**config.mk**
```make
export PLATFORM = sky130hd
export DESIGN_NAME = param_calc_flat
export DESIGN_NICKNAME = d
export VERILOG_FILES = /design/src/rtl/calc_pkg.sv /design/src/rtl/param_calc_if.sv /design/src/rtl/calc_alu.sv /design/src/rtl/param_calc.sv /design/src/flat_wrapper.sv
export SDC_FILE = /design/constraint.sdc
export NUM_CORES = 1
export LEC_CHECK = 0
export CORE_MARGIN = 2
export CORE_UTILIZATION = 40
export CTS_CLUSTER_SIZE = 40
export DETAILED_ROUTE_END_ITERATION = 10
export SYNTH_ARGS = -nofsm -noshare
export SYNTH_HDL_FRONTEND = slang
export SYNTH_HIERARCHICAL = 1
export SYNTH_SLANG_ARGS = --single-unit
```
**constraint.sdc**
```tcl
create_clock -name clk -period 1.9 [get_ports clk]
set_input_delay 0.19 -clock clk [delete_from_list [all_inputs] [get_ports clk]]
set_output_delay 0.19 -clock clk [all_outputs]
set_load 0.03 [all_outputs]
```
**src/rtl/calc_pkg.sv**
```systemverilog
// Shared opcode/state encodings and opcode legality for param_calc.
// CALC_MUL_EN enables the multi-cycle multiply opcode.
package calc_pkg;

  localparam logic [2:0] OP_ADD = 3'b000;
  localparam logic [2:0] OP_SUB = 3'b001;
  localparam logic [2:0] OP_AND = 3'b010;
  localparam logic [2:0] OP_OR  = 3'b011;
  localparam logic [2:0] OP_XOR = 3'b100;
  localparam logic [2:0] OP_MUL = 3'b101;

  typedef enum logic [3:0] {
    S_IDLE   = 4'd0,
    S_LOAD_A = 4'd1,
    S_LOAD_B = 4'd2,
    S_EXEC   = 4'd3,
    S_MUL    = 4'd4,
    S_OUT    = 4'd5,
    S_DONE   = 4'd6
  } state_e;

  // Opcode legality depends on whether the multiplier is built in.
  function automatic logic op_legal(input logic [2:0] op);
`ifdef CALC_MUL_EN
    return (op <= OP_MUL);
`else
    return (op <= OP_XOR);
`endif
  endfunction

endpackage

```
**src/rtl/param_calc_if.sv**
```systemverilog
// Operation handshake and result bus between board-level driver and param_calc.
interface param_calc_if #(
  parameter int unsigned WIDTH = 4
);
  localparam int unsigned OUT_W = 2 * WIDTH;

  logic             GO;
  logic [2:0]       OP;
  logic [WIDTH-1:0] in1;
  logic [WIDTH-1:0] in2;
  logic             doneFlag;
  logic             busy;
  logic             err;
  logic [3:0]       CurrentState;
  logic [OUT_W-1:0] out;

  modport master (
    output GO, OP, in1, in2,
    input  doneFlag, busy, err, CurrentState, out
  );

  modport slave (
    input  GO, OP, in1, in2,
    output doneFlag, busy, err, CurrentState, out
  );
endinterface

```
**src/rtl/calc_alu.sv**
```systemverilog
// Combinational single-cycle ALU: ADD/SUB/AND/OR/XOR with an illegal-opcode flag.
module calc_alu
  import calc_pkg::*;
#(
  parameter int unsigned WIDTH = 4
) (
  input  logic [WIDTH-1:0]   a_i,
  input  logic [WIDTH-1:0]   b_i,
  input  logic [2:0]         op_i,
  output logic [2*WIDTH-1:0] res_o,
  output logic               illegal_o
);
  localparam int unsigned OUT_W = 2 * WIDTH;

  logic [WIDTH:0] sum_c;
  logic [WIDTH:0] diff_c;

  assign sum_c  = {1'b0, a_i} + {1'b0, b_i};
  assign diff_c = {1'b0, a_i} - {1'b0, b_i};

  // Subtraction keeps the borrow as sign and extends it to the full result.
  always_comb begin
    res_o     = '0;
    illegal_o = !op_legal(op_i);
    case (op_i)
      OP_ADD:  res_o = OUT_W'(sum_c);
      OP_SUB:  res_o = {{(OUT_W - WIDTH - 1){diff_c[WIDTH]}}, diff_c};
      OP_AND:  res_o = OUT_W'(a_i & b_i);
      OP_OR:   res_o = OUT_W'(a_i | b_i);
      OP_XOR:  res_o = OUT_W'(a_i ^ b_i);
      default: res_o = '0;
    endcase
  end

endmodule

```
**src/rtl/param_calc.sv**
```systemverilog
// Multi-cycle two-operand calculator: control unit FSM plus datapath registers.
// Define CALC_MUL_EN to build the shift-add multiplier (opcode 101).
module param_calc
  import calc_pkg::*;
#(
  parameter int unsigned WIDTH = 4
) (
  input  logic         clk,
  input  logic         rst,
  param_calc_if.slave  bus
);
  localparam int unsigned OUT_W = 2 * WIDTH;

  state_e           state_q, state_d;
  logic             done_q, done_d;
  logic             busy_q, busy_d;

  logic [WIDTH-1:0] ra_q, rb_q;
  logic [2:0]       rop_q;
  logic [OUT_W-1:0] rr_q, out_q;
  logic             err_nx_q, err_q;
  logic [OUT_W-1:0] alu_res;
  logic             alu_ill;

`ifdef CALC_MUL_EN
  localparam int unsigned CNT_W = $clog2(WIDTH + 1);
  logic [OUT_W-1:0] mcand_q;
  logic [CNT_W-1:0] cnt_q;
  logic             mul_last_c;
  assign mul_last_c = (cnt_q == CNT_W'(WIDTH - 1));
`endif

  calc_alu #(.WIDTH(WIDTH)) u_alu (
    .a_i       (ra_q),
    .b_i       (rb_q),
    .op_i      (rop_q),
    .res_o     (alu_res),
    .illegal_o (alu_ill)
  );

  // Control unit: state, completion pulse and busy registers.
  always_ff @(posedge clk or negedge rst) begin
    if (!rst) begin
      state_q <= S_IDLE;
      done_q  <= 1'b0;
      busy_q  <= 1'b0;
    end else begin
      state_q <= state_d;
      done_q  <= done_d;
      busy_q  <= busy_d;
    end
  end

  always_comb begin
    state_d = state_q;
    done_d  = (state_q == S_DONE);
    busy_d  = (state_q != S_IDLE);
    case (state_q)
      S_IDLE:   if (bus.GO) state_d = S_LOAD_A;
      S_LOAD_A: state_d = S_LOAD_B;
`ifdef CALC_MUL_EN
      S_LOAD_B: state_d = (bus.OP == OP_MUL) ? S_MUL : S_EXEC;
      S_MUL:    if (mul_last_c) state_d = S_OUT;
`else
      S_LOAD_B: state_d = S_EXEC;
`endif
      S_EXEC:   state_d = S_OUT;
      S_OUT:    state_d = S_DONE;
      S_DONE:   state_d = S_IDLE;
      default:  state_d = S_IDLE;
    endcase
  end

  // Datapath: operand/result registers, multiplier and output latch.
  always_ff @(posedge clk or negedge rst) begin
    if (!rst) begin
      ra_q     <= '0;
      rb_q     <= '0;
      rop_q    <= '0;
      rr_q     <= '0;
      out_q    <= '0;
      err_nx_q <= 1'b0;
      err_q    <= 1'b0;
`ifdef CALC_MUL_EN
      mcand_q  <= '0;
      cnt_q    <= '0;
`endif
    end else begin
      case (state_q)
        S_LOAD_A: ra_q <= bus.in1;
        S_LOAD_B: begin
          rb_q  <= bus.in2;
          rop_q <= bus.OP;
          rr_q  <= '0;
`ifdef CALC_MUL_EN
          mcand_q <= OUT_W'(ra_q);
          cnt_q   <= '0;
`endif
        end
        S_EXEC: begin
          rr_q     <= alu_res;
          err_nx_q <= alu_ill;
        end
`ifdef CALC_MUL_EN
        S_MUL: begin
          if (rb_q[0]) rr_q <= rr_q + mcand_q;
          mcand_q <= mcand_q << 1;
          rb_q    <= rb_q >> 1;
          cnt_q   <= cnt_q + CNT_W'(1);
          if (mul_last_c) err_nx_q <= 1'b0;
        end
`endif
        S_OUT: begin
          out_q <= rr_q;
          err_q <= err_nx_q;
        end
        default: ;
      endcase
    end
  end

  assign bus.doneFlag     = done_q;
  assign bus.busy         = busy_q;
  assign bus.err          = err_q;
  assign bus.CurrentState = state_q;
  assign bus.out          = out_q;

endmodule

```
**src/flat_wrapper.sv**
```systemverilog
// flat-port wrapper written by rule: the top's interface ports become plain ports
module param_calc_flat import calc_pkg::*;
#(
  parameter int unsigned WIDTH = 4
)
  (clk, rst, bus_GO, bus_OP, bus_in1, bus_in2, bus_doneFlag, bus_busy, bus_err, bus_CurrentState, bus_out);
  param_calc_if #(.WIDTH(WIDTH)) bus_i ();
  input  logic clk;
  input  logic rst;
  input wire logic [$bits(bus_i.GO)-1:0] bus_GO;
  input wire logic [$bits(bus_i.OP)-1:0] bus_OP;
  input wire logic [$bits(bus_i.in1)-1:0] bus_in1;
  input wire logic [$bits(bus_i.in2)-1:0] bus_in2;
  output wire logic [$bits(bus_i.doneFlag)-1:0] bus_doneFlag;
  output wire logic [$bits(bus_i.busy)-1:0] bus_busy;
  output wire logic [$bits(bus_i.err)-1:0] bus_err;
  output wire logic [$bits(bus_i.CurrentState)-1:0] bus_CurrentState;
  output wire logic [$bits(bus_i.out)-1:0] bus_out;
  assign bus_i.GO = bus_GO;
  assign bus_i.OP = bus_OP;
  assign bus_i.in1 = bus_in1;
  assign bus_i.in2 = bus_in2;
  assign bus_doneFlag = bus_i.doneFlag;
  assign bus_busy = bus_i.busy;
  assign bus_err = bus_i.err;
  assign bus_CurrentState = bus_i.CurrentState;
  assign bus_out = bus_i.out;
  param_calc #(.WIDTH(WIDTH)) u_core (.clk(clk), .rst(rst), .bus(bus_i));
endmodule
```
==> impl_metrics.ini, run 1 <==
[sta]
fin_crit_sh = 1.04
hold_viol_final = 0
rsz0062_at_grt = true
fin_ws_ns = -0.0700
max_clock_freq_mhz = 508
drv_slew = 0
hold_ws_ns = 0.321
fin_tns_setup_ns = -0.0854
layout_min_cycle_time_ns = 1.97
final-setup-viol-count = 2
skew_ns = 0.00295

[routing]
wl_microns = 3510
ant_nets = 0
drtIter0Drc = 54
viasPerCell = 5.00
drcViolationCount = 0
vias = 1291
drt-pass1-iter-count = 4
avgRoutedWirePerCell_microns = 13.6

[min_path]
hold_path_class = in2async

[floorplan]
die_w_microns = 73.5
core_sq_mm = 0.00469
row_count = 25
die_area_sq_mm = 0.00539
num_io_pins = 29
die_y_microns = 73.5
initial_core_util = 0.411

[synthesis]
synth_enable_flop_cells = 0
yosysWarnings = 6
synth-async-reset-ratio = 1.00
syn_inst = 170
synth-main-ff-cell = dfrtp_1
yosys.cell_types.count = 39
synth_area_sq_mm = 0.00193
ys_ff_latch = 34
synth_seq_area_share = 0.441
syn-num-nets = 198
syn_avg_cell_area_sq_um = 11.3

[finish]
regArea_sq_um = 851
final-instance-count-excl-fill = 258
stdcell_area_sq_mm = 0.00237
layout.nets = 231
drive_gt1_frac = 0.240
fin_util = 0.505
synthToLayoutAreaGrowth_pct = 22.9
fill_cells = 406
diodes = 0
multi_input_area_sq_um = 941

[setup_path]
worstSetupPathType = reg2reg
slowest_delay_ns = 0.48
critPathRequiredTime_ns = 2.11
cp.arrival_ns = 2.18
end_kind = flop
start_kind = flop
worstPathMaxFanout = 4
path_cells = ha_2 > fa_1 > inv_1 > mux4_2 > o21ai_1 > nand2_1 > mux2i_1
slowest_stage = fa_1

[pwr]
seq_power_share = 0.300
internal_power_mw = 2.63
power_density_mw_per_mm2 = 1900
sw_frac_of_total = 0.415
p_total_mw = 4.50
leakage_nw = 1.09
p_clk_frac = 0.122
ir_drop_mv = 0.698
p_switching_mw = 1.87
power_frac_comb = 0.578

[clocking]
clock-sinks = 34
root_buffer = clkbuf_8
cts_made_buffers = 5
clockBufferDepth = 2
clock_latency_ns = 0.29
cts_tree = done
cts_hold_buf = 0
htree_num_levels = 2
path_clk_slew_ns = 0.07

[placement]
hpwl_microns = 2500
portBuffers = 27
pre_cts_ws_ns = -0.0807
dpl.cell_count = 249
gp_routability_congestion = 0.786
post_dp_cell_area_sq_mm = 0.00226

[grt]
grt_pass1_wl_microns = 5870
grt_overflow_total = 0
grt_pass1_vias = 1287
grt_max_degree = 35
gr-usage-all-layers = 0.144
antenna_found_initial = 0

[run]
cap_violations = 0

[run_status]
outcome = finished, violations left
failed_checks = negative setup slack
layout make-up:
cell class / instances / area share
clock inverter: 1 / 0.00211
inverter: 22 / 0.0348
clock buffer: 7 / 0.0364
tap: 54 / 0.0285
sequential: 34 / 0.359
multi-input combinational: 104 / 0.397
timing repair buffer: 36 / 0.142
power groups by stage:
| stage | Combinational [mW] | Clock [mW] | Sequential [mW] |
|---|---|---|---|
| 2_1_floorplan | 1.67 | 0 | 1.52 |
| 3_3_place_gp | 2.44 | 0 | 1.34 |
| 3_5_place_dp | 2.53 | 0 | 1.37 |
| 4_1_cts | 2.56 | 0.583 | 1.35 |
| 5_1_grt | 2.83 | 0.612 | 1.40 |
| 6_report | 2.60 | 0.550 | 1.35 |
state kept, by name (all words and copies together) (netlist names):
name / cells
u_core/bus.busy: 1
u_core/rr_q: 8
u_core/ra_q: 4
u_core/rb_q: 4
u_core/err_nx_q: 1
u_core/bus.doneFlag: 1
u_core/bus.CurrentState: 3
u_core/rop_q: 3
u_core/bus.err: 1
u_core/bus.out: 8
Yosys cell counts (all sizes together) (3+ instances only):
library cell | instances | area share
ha | 12 | 0.078
dfrtp | 34 | 0.44
o21ai | 3 | 0.0078
inv | 22 | 0.043
nand2b | 3 | 0.0097
a21oi | 6 | 0.016
nor3b | 4 | 0.024
nand2 | 9 | 0.018
nor2 | 5 | 0.0097
buf | 10 | 0.034
mux2i | 10 | 0.052
mux2 | 21 | 0.12
nand3b | 3 | 0.014
nor2b | 3 | 0.0097
worst paths after layout:
kind,start,end,slack (ns),depth (start not counted)
worst max-delay path,u_core/rb_q[0],u_core/rr_q[1],-0.07,7
worst min-delay path,rst,u_core/rr_q[0],0.32,2
worst max register to register,u_core/rb_q[0],u_core/rr_q[1],-0.07,7
worst min register to register,u_core/bus.out[5],u_core/bus.out[5],0.50,1
max in group asynchronous,rst,u_core/bus.doneFlag,1.27,2
min in group clk,bus_GO,u_core/bus.CurrentState[0],0.48,3
layer usage:
metal	track usage	vias to the layer above	share of wire
met5	0	-	0
met4	0.0808	0	0.019
met3	0.0466	6	0.056
met2	0.220	40	0.48
met1	0.180	614	0.44
li1	-	631	-
cells by family after synthesis:
kind of cell    after synthesis  share of synthesized area
fa+ha+maj                    14                     0.0986
xor+xnor                      1                    0.00454
flops                        34                      0.441
simple gates                 35                      0.111
mux                          32                      0.188
buf+inv                      32                     0.0765
other cells                   1                    0.00194
compound gates               21                     0.0785
repair_timing:
item                       4_1_cts  5_1_grt
setup buffers                    1        0
setup endpoints to repair        2        2
gates cloned                     0        0
resized for setup                2        2
pin swaps                        2        0
layout by cell type, fill, tap and decap left out, types with 2 or more instances in the layout:
cell type,count
clkbuf_8,6
dfrtp_1,34
mux2i_1,10
nand2b_1,3
nand3b_1,2
nor2b_1,3
clkdlybuf4s50_1,27
a21oi_1,6
or3_1,2
nor2_1,5
nand3_1,2
nor3b_1,2
inv_1,21
ha_2,2
fa_1,2
nand2_1,9
o21ai_0,2
mux2_2,21
buf_4,9
a21o_1,2
ha_1,10
critical path, delay by kind of cell (launching register included):
| family | cells | cell delay [ns] |
|---|---|---|
| AND/OR/NAND/NOR | 1 | 0.06 |
| AO/OA/AOI/OAI | 1 | 0.13 |
| buffers and inverters | 1 | 0.04 |
| multiplexers | 2 | 0.56 |
| flip-flops | 1 | 0.42 |
| adder cells (fa/ha/maj) | 2 | 0.68 |
Note: power is estimated with default switching activity, not from simulation.
==> inputs of run 2 (changes only) <==
Settings changed: CORE_UTILIZATION 40 to 25.
Clock period 1.9 ns to 2.39 ns, I/O delays scaled along.
==> impl_metrics.ini, run 2 (synthesized netlist as in run 1, its figures left out) <==
[floorplan]
die_w_microns = 91.9
core_sq_mm = 0.00761
die_area_sq_mm = 0.00844
die_y_microns = 91.9
row_count = 32
initial_core_util = 0.254
num_io_pins = 29

[clocking]
root_buffer = clkbuf_8
cts_setup_buffers = 0
ctsResizeCount = 0
clock_latency_ns = 0.29
cts_hold_buf = 0
cts_made_buffers = 5
path_clk_slew_ns = 0.07
clock-sinks = 34
cts_tree = done
clockBufferDepth = 2
htree_num_levels = 2

[sta]
final-setup-viol-count = 0
rsz0062_at_grt = false
max_clock_freq_mhz = 477
fin_tns_setup_ns = 0
skew_ns = 0.00338
drv_slew = 0
hold_viol_final = 0
hold_ws_ns = 0.359
layout_min_cycle_time_ns = 2.10
fin_crit_sh = 0.878

[finish]
mostFrequentLayoutCells = 34 x dfrtp_1, 27 x clkdlybuf4s50_1, 22 x inv_1
layout.nets = 227
diodes = 0
final_common_cell = dfrtp_1
synthToLayoutAreaGrowth_pct = 25.1
drive_gt1_frac = 0.200
multi_input_area_sq_um = 931
fill_cells = 796
stdcell_area_sq_mm = 0.00241
regArea_sq_um = 851
fin_util = 0.317

[setup_path]
r2r_end = u_core/rr_q[1]
cp-endpoint = u_core/rr_q[1]
reg2reg_from = u_core/rb_q[0]
ff2ff_path_depth = 7
worstPathMaxFanout = 4
r2r_slack_ns = 0.29
worstSetupPathType = reg2reg
start_kind = flop
end_kind = flop
critPathLaunch = u_core/rb_q[0]
cp.arrival_ns = 2.32
critPathRequiredTime_ns = 2.61

[placement]
post_dp_cell_area_sq_mm = 0.00230
gp_routability_congestion = 0.832
portBuffers = 27
hpwl_microns = 2690

[routing]
viasPerCell = 4.17
drcViolationCount = 0
ant_nets = 0
drt-pass1-iter-count = 4
drtIter0Drc = 56
avgRoutedWirePerCell_microns = 11.8
vias = 1258
wl_microns = 3570

[pwr]
power_density_mw_per_mm2 = 1480
leakage_nw = 1.07
ir_drop_mv = 0.549

[grt]
grt_pass1_vias = 1280
grt_overflow_total = 0
grt_max_degree = 35
gr-usage-all-layers = 0.0935
grt_pass1_wl_microns = 6170
antenna_found_initial = 0

[run_status]
outcome = completed

[run]
cap_violations = 0

[min_path]
hold_path_class = in2async
run 2: cell types whose count changed in the layout (fill, tap and decap cells not counted), moves of 2 or more:
cell | previous run | this run
ha_2 | 2 | 0
buf_4 | 9 | 5
clkinvlp_4 | 0 | 2
ha_1 | 10 | 12
run 2: per-layer routing:
layer,wire length [microns],part of all wire,GRT usage,up-vias
li1,-,-,-,621
met1,1700,0.48,0.123,611
met2,1710,0.48,0.149,22
met3,123,0.034,0.0271,4
met4,37,0.010,0.0299,0
met5,0,0,0,-
run 2: area by class of cell:
type | count | share of cell area
clock buffers | 5 | 0.0285
repair buffers | 32 | 0.128
multi-input cells | 104 | 0.386
clock inverters | 3 | 0.0187
well taps | 102 | 0.0529
flip-flops and latches | 34 | 0.353
inverters | 22 | 0.0342
run 2: power by group:
group | switching, mW | internal (mW) | leakage, nW | total (mW)
sequential | 0.241 | 0.834 | 0.431 | 1.08
combinational | 1.01 | 0.964 | 0.591 | 1.97
clock | 0.217 | 0.310 | 0.0504 | 0.527
total | 1.46 | 2.11 | 1.07 | 3.57
run 2: through the flow:
step	power, mW	worst slack (ns)	instances
4_1_cts	3.62	0.284	302
5_1_grt	3.87	0.154	302
6_report	3.57	0.292	302
3_5_place_dp	3.07	0.296	294
3_3_place_gp	3.00	0.403	294
2_1_floorplan	2.52	0.432	170
run 2: worst min path at each step:
stage,startpoint,endpoint,slack (ns),depth (start not counted)
floorplan,rst,u_core/bus.CurrentState[0],-0.06,0
global placement,u_core/rr_q[0],u_core/bus.out[0],0.49,1
detailed placement,u_core/bus.out[2],u_core/bus.out[2],0.50,1
CTS,rst,u_core/bus.out[6],0.38,2
global route,rst,u_core/bus.out[3],0.40,2
finish,rst,u_core/rr_q[6],0.36,2
run 2: critical path: stages, from the launching register on:
cell	delay (ns)
dfrtp_1	0.42
ha_1	0.24
fa_1	0.49
inv_1	0.05
mux4_1	0.49
o21ai_0	0.16
nand2_1	0.07
mux2i_1	0.12
==> inputs of run 3 (changes only) <==
Settings changed: DONT_BUFFER_PORTS from default to 1, SKIP_LAST_GASP from default to 1.
==> impl_metrics.ini, run 3 (synthesized netlist as in run 1, its figures left out) <==
[grt]
grt_pass1_vias = 1209
grt_max_degree = 35
grt_pass1_wl_microns = 6110
grt_overflow_total = 0
antenna_found_initial = 0
gr-usage-all-layers = 0.0931

[sta]
drv_slew = 0
final-setup-viol-count = 0
hold_ws_ns = 0.0855
rsz0062_at_grt = false
skew_ns = 0.00400
fin_tns_setup_ns = 0
fin_crit_sh = 0.858
tightest_slew_ns = 0.606
layout_min_cycle_time_ns = 2.05
fin_ws_ns = 0.338
max-slew-margin-rel = 0.596
hold_viol_final = 0
max_clock_freq_mhz = 487

[pwr]
sw_frac_of_total = 0.430
p_switching_mw = 1.44
internal_power_mw = 1.90
p_clk_frac = 0.164
seq_power_share = 0.392
power_density_mw_per_mm2 = 1550
leakage_nw = 0.974
power_frac_comb = 0.445
ir_drop_mv = 0.482

[floorplan]
row_count = 32
num_io_pins = 29
die_y_microns = 91.9
initial_core_util = 0.254
die_area_sq_mm = 0.00844
die_w_microns = 91.9
core_sq_mm = 0.00761

[setup_path]
ff2ff_path_depth = 7
r2r_slack_ns = 0.34
cp-endpoint = u_core/rr_q[1]
r2r_end = u_core/rr_q[1]
worstSetupPathType = reg2reg
reg2reg_from = u_core/rb_q[0]
end_kind = flop
critPathLaunch = u_core/rb_q[0]
critPathRequiredTime_ns = 2.61
path_cells = ha_1 > fa_1 > inv_1 > mux4_1 > o21ai_0 > nand2_1 > mux2i_1
cp.arrival_ns = 2.27
start_kind = flop
worstPathMaxFanout = 4
slowest_delay_ns = 0.48
slowest_stage = fa_1

[placement]
portBuffers = 0
hpwl_microns = 2590
pre_cts_ws_ns = 0.342
gp_routability_congestion = 0.800
post_dp_cell_area_sq_mm = 0.00201

[clocking]
cts_setup_buffers = 0
cts_made_buffers = 5
clock-sinks = 34
clockBufferDepth = 2
cts_tree = done
root_buffer = clkbuf_8
ctsResizeCount = 0
path_clk_slew_ns = 0.08
cts_hold_buf = 2
htree_num_levels = 2
clock_latency_ns = 0.30

[min_path]
hold_depth = 1
hold_path_class = in2reg

[run]
cap_violations = 0

[finish]
diodes = 0
mostFrequentLayoutCells = 34 x dfrtp_1, 22 x inv_1, 21 x mux2_2
layout.nets = 200
synthToLayoutAreaGrowth_pct = 11.9
fill_cells = 803
final_common_cell = dfrtp_1
fin_util = 0.284
drive_gt1_frac = 0.225
stdcell_area_sq_mm = 0.00216

[routing]
drt-pass1-iter-count = 4
viasPerCell = 4.26
ant_nets = 0
wl_microns = 3560
vias = 1171
drcViolationCount = 0
avgRoutedWirePerCell_microns = 12.9
drtIter0Drc = 48

[run_status]
outcome = completed
## run 3: per-layer routing
metal	GRT usage	share of wire	routed length, microns
met4	0.0299	0.010	37
met3	0.0468	0.082	293
met2	0.134	0.44	1570
met5	0	0	0
met1	0.122	0.47	1660
## run 3: critical path, delay by kind of cell (launching register included)
kind            cells  cell delay, ns
compound gates      1            0.16
fa+ha+maj           2            0.71
buf+inv             1            0.04
flops               1            0.42
mux                 2            0.58
simple gates        1            0.07
## run 3: final cells by class
type	instances	area (sq um)	area share
repair buffers	5	52.6	0.0243
inverters	22	82.6	0.0383
clock buffers	5	68.8	0.0319
clock inverters	3	45.0	0.0209
flip-flops and latches	34	851	0.394
multi-input cells	104	931	0.431
well taps	102	128	0.0591
## run 3: power groups by stage
stage / Clock (mW) / Sequential, mW / Combinational [mW]
after floorplan: 0 / 1.21 / 1.31
after global placement: 0 / 1.32 / 1.45
after detailed placement: 0 / 1.33 / 1.47
after CTS: 0.564 / 1.32 / 1.50
after global routing: 0.596 / 1.36 / 1.69
final: 0.546 / 1.31 / 1.48
## run 3: worst min-delay path by stage
stage	endpoint	start	slack, ns
after floorplan	u_core/bus.CurrentState[0]	rst	-0.06
after global placement	u_core/bus.busy	rst	-0.06
after detailed placement	u_core/bus.busy	rst	-0.06
after CTS	u_core/rb_q[0]	bus_in2[0]	0.08
after global routing	u_core/rb_q[1]	bus_in2[1]	0.07
final	u_core/rb_q[0]	bus_in2[0]	0.09
## run 3: per-stage QoR
step	instances	power, mW
final	275	3.34
after global routing	275	3.65
after CTS	275	3.38
after detailed placement	265	2.81
after global placement	265	2.77
after floorplan	170	2.52
